<file path="config.mk">
export PLATFORM = sky130hd
export DESIGN_NAME = tmds_link_sequencer
export DESIGN_NICKNAME = d
export VERILOG_FILES = /design/src/rtl/tmds_link_sequencer.sv
export SDC_FILE = /design/constraint.sdc
export NUM_CORES = 1
export LEC_CHECK = 0
export ABC_AREA = 1
export BUFFER_PORTS_ARGS = -buffer_cell sky130_fd_sc_hd__buf_2
export CAP_MARGIN = 20
export CORE_AREA = 2 2 55 57
export CTS_CLUSTER_DIAMETER = 150
export CTS_CLUSTER_SIZE = 40
export DETAILED_ROUTE_END_ITERATION = 8
export DIE_AREA = 0 0 57 59
export PLACE_DENSITY = 0.76
export SLEW_MARGIN = 5
export SYNTH_ARGS = -nofsm -noshare
export SYNTH_HDL_FRONTEND = slang
export SYNTH_SLANG_ARGS = --single-unit
</file>
<file path="constraint.sdc">
create_clock -name clk_pixel -period 2.1 [get_ports clk_pixel]
set_clock_uncertainty 0.2 [all_clocks]
set_input_delay 0.21 -clock clk_pixel [delete_from_list [all_inputs] [get_ports clk_pixel]]
set_output_delay 0.21 -clock clk_pixel [all_outputs]
set_load 0.05 [all_outputs]
</file>
<file path="src/rtl/tmds_link_sequencer.sv">
// tmds_link_sequencer
// Brings up and supervises the TMDS serializer / PAL-NTSC diplexer path in
// the clk_pixel domain. The serializer is held in reset until the PLL lock
// has been stable for LOCK_STABLE_CYCLES. The link is released on a frame
// boundary. Mode changes are applied only after a drain and a full re-lock.
//
// Ports:
//   clk_pixel        pixel clock, sole clock
//   reset            synchronous active-high reset
//   pll_locked       asynchronous PLL lock, 2-flop synchronised here
//   frame_start      1-cycle pulse at the first pixel of a frame
//   pal_mode_req     requested mode level (1 = PAL, 0 = NTSC)
//   pal_mode         registered mode select to the diplexer
//   serializer_reset reset to the serializer
//   tmds_blank       1 = encoders emit control-period symbols only
//   link_up          1 only in ACTIVE
//   lock_loss_count  saturating count of lock losses outside RESET_HOLD
//   state_dbg        current state encoding
module tmds_link_sequencer #(
  parameter int LOCK_STABLE_CYCLES = 1024,
  parameter int SER_RESET_CYCLES   = 16,
  parameter int SETTLE_CYCLES      = 256,
  parameter int DRAIN_CYCLES       = 64
) (
  input  logic       clk_pixel,
  input  logic       reset,
  input  logic       pll_locked,
  input  logic       frame_start,
  input  logic       pal_mode_req,
  output logic       pal_mode,
  output logic       serializer_reset,
  output logic       tmds_blank,
  output logic       link_up,
  output logic [7:0] lock_loss_count,
  output logic [2:0] state_dbg
);

  localparam int MAX_A = (LOCK_STABLE_CYCLES > SER_RESET_CYCLES) ? LOCK_STABLE_CYCLES : SER_RESET_CYCLES;
  localparam int MAX_B = (SETTLE_CYCLES > DRAIN_CYCLES) ? SETTLE_CYCLES : DRAIN_CYCLES;
  localparam int MAX_P = (MAX_A > MAX_B) ? MAX_A : MAX_B;
  localparam int CW    = (MAX_P > 1) ? $clog2(MAX_P) : 1;

  // Terminal counts: the counter runs 0..N-1, so N cycles are spent per state.
  localparam logic [CW-1:0] LOCK_LAST   = CW'(LOCK_STABLE_CYCLES - 1);
  localparam logic [CW-1:0] SER_LAST    = CW'(SER_RESET_CYCLES - 1);
  localparam logic [CW-1:0] SETTLE_LAST = CW'(SETTLE_CYCLES - 1);
  localparam logic [CW-1:0] DRAIN_LAST  = CW'(DRAIN_CYCLES - 1);

  typedef enum logic [2:0] {
    RESET_HOLD = 3'd0,
    SER_RESET  = 3'd1,
    SETTLE     = 3'd2,
    WAIT_FRAME = 3'd3,
    ACTIVE     = 3'd4,
    DRAIN      = 3'd5
  } state_t;

  state_t        state, state_nx;
  logic [CW-1:0] cnt, cnt_nx;
  logic          lock_meta, lock_s;
  logic          lock_lost;

  always_comb begin
    state_nx  = state;
    cnt_nx    = cnt + CW'(1);
    lock_lost = 1'b0;
    case (state)
      RESET_HOLD: begin
        // Any dropout restarts the stability qualification from zero.
        if (!lock_s) begin
          cnt_nx = '0;
        end else if (cnt == LOCK_LAST) begin
          state_nx = SER_RESET;
          cnt_nx   = '0;
        end
      end
      SER_RESET: begin
        if (cnt == SER_LAST) begin
          state_nx = SETTLE;
          cnt_nx   = '0;
        end
      end
      SETTLE: begin
        if (cnt == SETTLE_LAST) begin
          state_nx = WAIT_FRAME;
          cnt_nx   = '0;
        end
      end
      WAIT_FRAME: begin
        cnt_nx = '0;
        if (frame_start) state_nx = ACTIVE;
      end
      ACTIVE: begin
        cnt_nx = '0;
        // Mode changes only take effect on a frame boundary.
        if (frame_start && (pal_mode_req != pal_mode)) state_nx = DRAIN;
      end
      DRAIN: begin
        if (cnt == DRAIN_LAST) begin
          state_nx = RESET_HOLD;
          cnt_nx   = '0;
        end
      end
      default: begin
        state_nx = RESET_HOLD;
        cnt_nx   = '0;
      end
    endcase
    // Lock loss overrides every other transition.
    if (state != RESET_HOLD && !lock_s) begin
      state_nx  = RESET_HOLD;
      cnt_nx    = '0;
      lock_lost = 1'b1;
    end
  end

  always_ff @(posedge clk_pixel) begin
    if (reset) begin
      lock_meta        <= 1'b0;
      lock_s           <= 1'b0;
      state            <= RESET_HOLD;
      cnt              <= '0;
      pal_mode         <= 1'b0;
      serializer_reset <= 1'b1;
      tmds_blank       <= 1'b1;
      link_up          <= 1'b0;
      lock_loss_count  <= 8'd0;
    end else begin
      lock_meta        <= pll_locked;
      lock_s           <= lock_meta;
      state            <= state_nx;
      cnt              <= cnt_nx;
      // Outputs are decoded from the next state so they line up with state.
      serializer_reset <= (state_nx == RESET_HOLD) || (state_nx == SER_RESET);
      tmds_blank       <= (state_nx != ACTIVE);
      link_up          <= (state_nx == ACTIVE);
      // The mode only tracks the request while the serializer is held off.
      if (state == RESET_HOLD) pal_mode <= pal_mode_req;
      if (lock_lost && lock_loss_count != 8'hFF) lock_loss_count <= lock_loss_count + 8'd1;
    end
  end

  assign state_dbg = state;

endmodule
</file>
==> reports/qor.csv <==
metric,value,unit
rows,19,
gr-total-overflow,0,
cts_buffer_depth,2,
start_util,55.1,%
slew_viol_final,0,
worst_ir_drop_vdd,0.405,mV
whs,20.1,ps
critPathLaunchType,flip-flop,
synth.avg_cell_area,7.70,sq um
fmax,0.557,GHz
crit_arrival,1820,ps
max_cap_viol_count,0,
critPathKind,reg2reg,
gp_congestion,0.887,
diodes,0,
layout_common_cells,"inv_1 (28), nand2_1 (28), dfxtp_1 (27), buf_2 (19), nor2_1 (18)",
ys_seq_area_share,36.2,%
relSlewSlack,78.6,%
wl_per_cell,10.7,um
crit_required,2130,ps
root_buffer,clkbuf_4,
end_kind,flip-flop,
hold_class,in2reg,
place_hpwl,2070,um
clkTransAtPathRegs,140,ps
clkLatencyLatePin,320,ps
core_area,0.00271,sq mm
grt_pass1_vias,1139,
grt_pass1_wl,4860,um
synth_cell_type_count,32,
final-hold-violation-count,0,
cts_setup_buffers,0,
dieHeight,59,um
post-route-period-util,85.5,%
port_buffers,19,
final_util,62.0,%
drt_wl_total,2670,um
synth_warnings,0,
cts_buffers,3,
cp_max_fo,4,
die_x,57,um
ys_ff_latch,27,
setup_viol,0,
clock-sinks,27,
area_growth,12.5,%
postSynthCellCount,194,
drt_iter0_markers,41,
grt_setup_unrepaired,no,
viasPerCell,5.01,
synthesis.area,0.00149,sq mm
ant_nets,0,
fin_tns_setup,0,ps
drive_gt1_share,29.2,%
leakagePower,0.734,nW
drc_errors,0,
firstDrtPassIters,4,
die_area,0.00336,sq mm
antenna_found_initial,0,
power_density,466,mW/mm^2
status,completed,
grt.total_usage,18.2,%
cts_max_level,1,
layout_min_cycle_time,1790,ps
dr_total_vias,1253,
grt_max_degree,15,
power,0.000782,W
ios,20,
worstMarginPinSlew,321,ps
syn_nets,201,
fin_nets,227,
cts_tree,built,
worst paths after layout:
kind / cells past startpoint / slack (ps) / from / to
max: 8 / 310 / cnt[0] / tmds_blank
min: 3 / 20 / pal_mode_req / pal_mode
max reg2reg: 8 / 310 / cnt[0] / tmds_blank
min reg2reg: 2 / 220 / lock_meta / lock_s
metrics by stage:
| step | instances | worst slack, ps | cell area (sq um) |
|---|---|---|---|
| 6_report | 250 | 306 | 1680 |
| 3_3_place_gp | 243 | 294 | 1620 |
| 3_5_place_dp | 243 | 225 | 1620 |
| 4_1_cts | 250 | 199 | 1670 |
| 2_1_floorplan | 194 | 153 | 1490 |
| 5_1_grt | 250 | 114 | 1680 |
worst max-delay path, cell delays in order, from the launching register on:
cell and delay (ps):
dfxtp_1 400, ha_1 240, nand3_4 130, nor2_2 120, nand2_1 100, nand2_1 120
nand3_1 130, o21ai_1 190, nand2_1 70
state kept, by name (all words and copies together) (netlist names):
name	cells
cnt	10
link_up	1
lock_loss_count	8
lock_meta	1
lock_s	1
pal_mode	1
serializer_reset	1
state_dbg	3
tmds_blank	1
report_power, final:
part	internal (W)	leakage (nW)	total, W	switching, W
registers	0.000516	0.218	0.000518	0.00000185
logic	0.0000150	0.501	0.0000427	0.0000277
clock network	0.0000744	0.0150	0.000222	0.000148
total	0.000605	0.734	0.000782	0.000177
cell type report:
cell class	count	area, sq um
flip-flops and latches	27	541
inverters	34	130
repair buffers	22	125
clock buffers	4	26.3
fillers	250	1030
well taps	31	38.8
multi-input cells	132	820
timing repair:
action,CTS,global route
hold buffers,3,0
gates resized for setup,0,1
hold endpoints to repair,6,0
setup endpoints to repair,0,2
synth_stat cells (all sizes together):
library cell,instances,area [sq um]
inv,34,130
dfxtp,27,541
buf,1,11.3
a211oi,1,12.5
o211ai,1,7.51
nand2,41,206
a31oi,1,6.26
xor2,3,26.3
ha,2,25.0
nor2,27,148
nand4,3,18.8
o21ai,10,53.8
nor3,9,91.3
a21oi,11,70.1
nand3,19,113
nand3b,1,7.51
xnor2,3,26.3
per-layer routing:
layer	GRT usage, %	wire length (um)
met5	0	0
met4	7.97	39
met3	2.62	79
met2	29.2	1220
met1	24.4	1330
kinds of logic (layout without fill, tap and decap cells):
| logic type | after synthesis | count (layout) | synth area share, % |
|---|---|---|---|
| xor+xnor | 6 | 6 | 3.52 |
| flops | 27 | 27 | 36.2 |
| buf+inv | 35 | 60 | 9.46 |
| simple gates | 100 | 100 | 39.1 |
| compound gates | 24 | 24 | 10.1 |
| fa+ha+maj | 2 | 2 | 1.67 |
(Power assumes the default switching activity.)
